===== src/rtl/pipe_ctrl_sequencer.sv =====
// Pipeline control sequencer: load-use stall, branch squash, exception
// drain/redirect and halt handling for a classic five-stage pipeline.
module pipe_ctrl_sequencer #(
  parameter int unsigned DRAIN_CYCLES = 3,
  parameter logic [31:0] EXC_VECTOR   = 32'h0000_0100
) (
  input  logic        clk,
  input  logic        rst,
  input  logic        id_ex_memread,
  input  logic [4:0]  id_ex_rd_ind,
  input  logic [4:0]  rs1_ind,
  input  logic [4:0]  rs2_ind,
  input  logic        id_uses_rs2,
  input  logic        branch_taken,
  input  logic        exception_flag,
  input  logic        hlt,
  input  logic [31:0] id_pc,
  output logic        pc_write,
  output logic        if_id_write,
  output logic        id_flush,
  output logic        if_flush,
  output logic        exc_redirect,
  output logic [31:0] redirect_addr,
  output logic [31:0] epc,
  output logic        halted,
  output logic [7:0]  exc_lost
);

  typedef enum logic [1:0] {
    RUN          = 2'd0,
    EXC_DRAIN    = 2'd1,
    EXC_REDIRECT = 2'd2,
    HALT         = 2'd3
  } state_e;

  // Counter load value: the drain runs from DRAIN_CYCLES-1 down to 0.
  localparam logic [3:0] DRAIN_LAST = 4'(DRAIN_CYCLES - 1);

  state_e      state_q, state_d;
  logic [3:0]  cnt_q, cnt_d;
  logic [31:0] epc_q, epc_d;
  logic [7:0]  exc_lost_q, exc_lost_d;
  logic        load_use;

  // Hazard: the load in EX writes a register the instruction in ID reads.
  assign load_use = id_ex_memread && (id_ex_rd_ind != 5'd0) &&
                    ((id_ex_rd_ind == rs1_ind) ||
                     (id_uses_rs2 && (id_ex_rd_ind == rs2_ind)));

  // State register plus drain counter, EPC and lost-exception counter.
  // NOTE: sequential state uses non-blocking (<=) so every register samples
  // the pre-edge values regardless of statement order.
  always_ff @(posedge clk or posedge rst) begin
    if (rst) begin
      state_q    <= RUN;
      cnt_q      <= 4'd0;
      epc_q      <= 32'd0;
      exc_lost_q <= 8'd0;
    end else begin
      state_q    <= state_d;
      cnt_q      <= cnt_d;
      epc_q      <= epc_d;
      exc_lost_q <= exc_lost_d;
    end
  end

  // Next-state logic; exceptions only start a sequence from RUN.
  // NOTE: every always_comb output is defaulted first so no path leaves a
  // variable unassigned, which would otherwise infer a latch.
  always_comb begin
    state_d    = state_q;
    cnt_d      = cnt_q;
    epc_d      = epc_q;
    exc_lost_d = exc_lost_q;
    case (state_q)
      RUN: begin
        if (exception_flag) begin
          state_d = EXC_DRAIN;
          cnt_d   = DRAIN_LAST;
          epc_d   = id_pc;
        end else if (!load_use && hlt) begin
          state_d = HALT;
        end
      end
      EXC_DRAIN: begin
        if (cnt_q == 4'd0) state_d = EXC_REDIRECT;
        else               cnt_d   = cnt_q - 4'd1;
      end
      EXC_REDIRECT: state_d = RUN;
      HALT:         state_d = HALT;
      default:      state_d = RUN;
    endcase
    if ((state_q != RUN) && exception_flag && (exc_lost_q != 8'hFF))
      exc_lost_d = exc_lost_q + 8'd1;
  end

  // Output decode: pipeline enables and flushes from state and RUN events.
  always_comb begin
    pc_write     = 1'b1;
    if_id_write  = 1'b1;
    id_flush     = 1'b0;
    if_flush     = 1'b0;
    exc_redirect = 1'b0;
    halted       = 1'b0;
    case (state_q)
      RUN: begin
        if (exception_flag) begin
          pc_write    = 1'b0;
          if_id_write = 1'b0;
          id_flush    = 1'b1;
          if_flush    = 1'b1;
        end else if (load_use || hlt) begin
          // Load-use wins over a taken branch: the branch re-resolves next cycle.
          pc_write    = 1'b0;
          if_id_write = 1'b0;
          id_flush    = 1'b1;
        end else if (branch_taken) begin
          if_flush    = 1'b1;
        end
      end
      EXC_DRAIN: begin
        pc_write    = 1'b0;
        if_id_write = 1'b0;
        id_flush    = 1'b1;
        if_flush    = 1'b1;
      end
      EXC_REDIRECT: begin
        exc_redirect = 1'b1;
        id_flush     = 1'b1;
        if_flush     = 1'b1;
      end
      HALT: begin
        pc_write    = 1'b0;
        if_id_write = 1'b0;
        id_flush    = 1'b1;
        if_flush    = 1'b1;
        halted      = 1'b1;
      end
      default: ;
    endcase
  end

  assign redirect_addr = EXC_VECTOR;
  assign epc           = epc_q;
  assign exc_lost      = exc_lost_q;

endmodule


===== config.mk =====
export PLATFORM = sky130hd
export DESIGN_NAME = pipe_ctrl_sequencer
export DESIGN_NICKNAME = d
export VERILOG_FILES = /design/src/rtl/pipe_ctrl_sequencer.sv
export SDC_FILE = /design/constraint.sdc
export NUM_CORES = 1
export LEC_CHECK = 0
export ABC_CLOCK_PERIOD_IN_PS = 3200
export BUFFER_PORTS_ARGS = -buffer_cell sky130_fd_sc_hd__buf_4
export CAP_MARGIN = 15
export CORE_MARGIN = 4
export CORE_UTILIZATION = 45
export DETAILED_ROUTE_END_ITERATION = 10
export PLACE_DENSITY = 0.78
export SYNTH_ARGS = -nofsm -noshare
export SYNTH_HDL_FRONTEND = slang
export SYNTH_SLANG_ARGS = --single-unit
export TNS_END_PERCENT = 100

===== constraint.sdc =====
create_clock -name clk -period 3.2 [get_ports clk]
set_input_delay 0.32 -clock clk [delete_from_list [all_inputs] [get_ports clk]]
set_output_delay 0.32 -clock clk [all_outputs]
set_load 0.02 [all_outputs]

Word-level counts from Yosys, hierarchy flattened
Index checks and enable logic that the tools add are counted.
Widths: inputs -> output; s select.
{"block": "op_classes", "add_sub_neg": 2, "eq_ne": 10, "muxes": 19, "n_reduce_logical": 19}
{"cell": "$eq 5x5->1", "n": 2}
{"cell": "$mux 1", "n": 9}
{"cell": "$add 8x1->8 const B", "n": 1}
{"cell": "$mux 4", "n": 2}
{"cell": "$ne 8x8->1 const B", "n": 1}
{"cell": "$pmux 2 s4", "n": 1}
{"cell": "$pmux 4 s2", "n": 1}
{"cell": "$logic_and 1x1->1", "n": 6}
{"cell": "$mux 2", "n": 3}
{"cell": "$ne 2x2->1 const B", "n": 3}
{"cell": "$pmux 1 s2", "n": 3}
{"cell": "$reduce_bool 5->1", "n": 1}
{"cell": "$eq 2x2->1 const B", "n": 2}
{"cell": "$logic_not 4->1", "n": 1}
{"cell": "$reduce_and 2->1", "n": 2}
{"cell": "$reduce_bool 2->1", "n": 2}
{"cell": "$sub 4x1->4 const B", "n": 1}
{"cell": "$ne 3x3->1 const B", "n": 1}
{"cell": "$reduce_and 3->1", "n": 1}
{"cell": "$reduce_or 3->1", "n": 1}
{"cell": "$eq 2x1->1 const B", "n": 1}
{"cell": "$logic_not 2->1", "n": 1}
{"cell": "$logic_or 1x1->1", "n": 2}
{"cell": "$reduce_or 2->1", "n": 1}
{"cell": "$logic_not 1->1", "n": 1}
{"block": "totals", "wordCells": 54, "regBits": 46, "input_bits": 54, "output_inout_bits": 78}

Logic depth before layout (Yosys ltp)
{"block": "logic_depth", "word_depth": 9, "depth_mapped": 8, "mapped_depth_nobuf": 7}

Worst setup path after synthesis
No wires, ideal clock.
{"block": "synth_path", "path_kind": "input to output", "start": "input id_ex_rd_ind[3]", "end": "output pc_write", "required_time_ps": 2880, "arrival_time_ps": 1769, "setup_slack_ps": 1111, "n_path_buf": 1, "cell_stages": 6, "path_cell_list": "xor2_1 -> nor4_2 -> a32oi_1 -> o21ai_1 -> nand2_1 -> buf_4"}
{"block": "synth_via", "elab_chain_cells": 8, "elab_cells_between_ends": 11}
{"item": "from (decl)", "line": "10", "rtl": "input logic [4:0] id_ex_rd_ind,"}
{"item": "$eq 5x5->1", "line": "48", "rtl": "(id_uses_rs2 && (id_ex_rd_ind == rs2_ind)));"}
{"item": "$logic_and 1x1->1", "line": "48"}
{"item": "$logic_or 1x1->1", "line": "47", "rtl": "((id_ex_rd_ind == rs1_ind) ||"}
{"item": "$logic_and 1x1->1 (*)", "line": "46", "rtl": "assign load_use = id_ex_memread && (id_ex_rd_ind != 5'd0) &&"}
{"item": "$logic_or 1x1->1 (*)", "line": "112", "rtl": "end else if (load_use || hlt) begin"}
{"item": "$mux 1 (*) (2 in a row)"}
{"item": "$pmux 1 s2 (*)"}
{"item": "to (decl)", "line": "18", "rtl": "output logic pc_write,"}
Every way passes the cells marked *; elsewhere a longest branch is shown, timed or not.

Worst setup path after layout
{"block": "layout_path", "start": "register state_q[0]", "end": "output if_flush"}
{"block": "layout_via", "elab_chain_cells": 3, "elab_cells_between_ends": 6}
{"item": "from (decl)", "line": "39", "rtl": "state_e state_q, state_d;"}
{"item": "from (signal assigned)", "line": "60", "rtl": "state_q <= state_d;"}
{"item": "$eq 2x1->1 / $eq 2x2->1 (equally long branches)", "line": "105", "rtl": "case (state_q)"}
{"item": "$reduce_or 3->1 (no source line)"}
{"item": "$pmux 1 s2 (*)", "line": "105"}
{"item": "to (decl)", "line": "21", "rtl": "output logic if_flush,"}
Marked as above.

==> reports/metrics.cfg <==
[outcome]
status = complete, no violations

[synthesis]
synth_top_area_share_pct = 47.5
syn_inst = 206
post-synth-top-count-cell = dfrtp_1
synth_top_area_cell = dfrtp_1
ys.flop_type = dfrtp_1
synth_cell_types = 35
syn_area_per_cell_sq_um = 11.8
async_reset_ff_share_pct = 100
synthTopCellsByArea = dfrtp_1, mux2_2, buf_4, xor2_1, ha_1
yosysSeqAreaShare_pct = 47.5
synth_edf_count = 0
ys_ff_latch = 46
yosysWarnings = 0
synth_area_sq_mm = 0.00242
synth_common_cells = dfrtp_1, buf_4, mux2_2

[critical_path]
path_buf_inv = 2
cp_cell_sequence = inv_1 -> ha_1 -> nor2b_1 -> o21ai_1 -> buf_4
crit_arrival_ps = 1870
slowest_delay_ps = 420
path_class = reg -> out
crit_path_end_kind = primary output
cpLargestDelayFamily = flip-flops
cp-start-kind = flop
crit_fanout = 10
crit_slowest_cell = dfrtp_1
critPathRequiredTime_ps = 2880

[routing]
routed_wl_mm = 5.12
vias = 1778
via_per_inst = 4.72
antenna_left = 0
wl_per_cell_um = 13.6
drt-pass1-iter-count = 4
drt_first_iter_violations = 68
drc_errors = 0

[grt]
grt.overflow.total = 0
antenna_found_initial = 0
grt_pass1_wl_mm = 7.97
grt_pass1_vias = 1715
grt_max_degree = 47
grt_usage_pct = 15.4

[power]
power_frac_comb_pct = 22.0
p_leak_nw = 1.77
clkPwrFrac_pct = 29.9
power_density_mw_per_mm2 = 440
p_int_w = 0.00100
p_sw_w = 0.000421
swShare_pct = 29.6
vdd_drop_max_uv = 281
seq_power_share_pct = 48.1

[floorplan]
rows = 26
die-height_um = 81.4
initial_core_util_pct = 46.9
die_w_um = 81.4
die_area_sq_mm = 0.00662
core-area_sq_mm = 0.00517
io_pins = 132

[layout]
drive_above_1_share_pct = 47.9
n_antenna_cell = 0
final_nets = 367
n_fill_cell = 449
instances_no_fill = 377
area_growth_pct = 33.4

[placed_design]
placedCellCount = 369
gp_congestion = 0.911
port-buffer-count = 99
hpwl_mm = 3.99

[timing]
fmax_mhz = 456
relSlewSlack_pct = 37.5
rsz0062_at_grt = false
skew_ps = 7.66
finalHoldViolations = 0
setup_violations = 0
slew_violations = 0
setup_tns_ps = 0
period_share_pct = 68.6
period_needed_ps = 2190
worstMarginPinSlew_ps = 937

[hold_path]
hold_path_class = in -> async

[clock_tree]
post-cts-setup-buffers = 0
cts_sinks = 46
cts_tree = done
cts.hold.buffers_added = 0
htree_num_levels = 2
post_cts_resized = 0
clkTransAtPathRegs_ps = 90
cts_buffers = 5
cts_root_buffer = clkbuf_8
insertion_delay_ps = 290
clk_path_buf_depth = 2

[job]
drv_cap = 0

-- area by class of cell --
| cell class | count | area [sq um] | share of cell area (%) |
|---|---|---|---|
| sequential | 46 | 1150 | 35.6 |
| multi-input combinational | 147 | 1090 | 33.9 |
| timing repair buffer | 100 | 763 | 23.6 |
| tap | 70 | 87.6 | 2.71 |
| clock buffer | 5 | 68.8 | 2.13 |
| clock inverter | 3 | 45.0 | 1.39 |
| inverter | 6 | 22.5 | 0.697 |
-- routing by layer --
| layer | track usage [%] | part of all wire, % | routed length, um |
|---|---|---|---|
| met1 | 18.9 | 40 | 2040 |
| met2 | 25.6 | 47 | 2400 |
| met3 | 4.77 | 12 | 616 |
| met4 | 5.57 | 1.1 | 57 |
| met5 | 0 | 0 | 0 |
-- through the flow --
step	power [W]	utilization (%)	hold slack (ps)	setup WS [ps]	instance area (sq um)
floorplan	0.000888	-	424	1110	2540
global placement	0.00100	60.3	491	1200	3120
detailed placement	0.00101	60.3	495	1130	3120
CTS	0.00144	62.5	243	1030	3230
global route	0.00150	62.5	240	870	3230
finish	0.00142	62.5	240	1010	3230
-- power by group through the flow --
stage / Combinational, W / Sequential, W / Clock, W
finish: 0.000314 / 0.000684 / 0.000425
CTS: 0.000317 / 0.000685 / 0.000439
floorplan: 0.000153 / 0.000734 / 0
global placement: 0.000311 / 0.000693 / 0
global route: 0.000343 / 0.000694 / 0.000463
detailed placement: 0.000316 / 0.000696 / 0
-- registers in the layout, indices dropped and copies added, names as in the netlist --
signal / cells
state_q: 2
cnt_q: 4
epc: 32
exc_lost: 8
-- kinds of logic after synthesis --
logic type / after synthesis / share of synthesized area [%]
DFF: 46 / 47.5
other: 2 / 0.310
muxes: 33 / 15.3
and+or+nand+nor: 33 / 7.49
xor gates and xnor gates: 18 / 6.50
AOI/OAI and AO/OA: 24 / 7.28
buffers and inverters: 43 / 12.0
adders and majority gates: 7 / 3.61
-- final timing paths --
| kind | start | to | slack, ps | cells past startpoint |
|---|---|---|---|---|
| max | state_q[0] | if_flush | 1010 | 5 |
| min | rst | epc[20] | 240 | 2 |
| max reg2reg | state_q[0] | epc[18] | 1130 | 5 |
| min reg2reg | epc[22] | epc[22] | 510 | 1 |
| max in group asynchronous | rst | epc[10] | 2370 | 2 |
| min in group clk | id_pc[19] | epc[19] | 250 | 2 |
-- cell usage in the layout, fill, tap and decap left out, drive strengths merged --
master and count:
xor2 13, a31oi 1, a21o 1, dfrtp 46
nor4 2, nand2 6, inv 6, nand2b 3
xnor2 5, or3 3, o21ai 10, nor3 2
a211o 1, a32oi 1, and3 2, buf 100
nor2 7, a311oi 1, bufinv 1, nand4 2
clkbuf 5, a41oi 1, mux2 33, a22oi 1
clkinvlp 2, conb 32, nor2b 1, o221a 1
a21oi 4, ha 7, nand3 3, and2 1
a41o 1, or4 1, o2111a 1
Note: power is estimated with default switching activity, not from simulation.
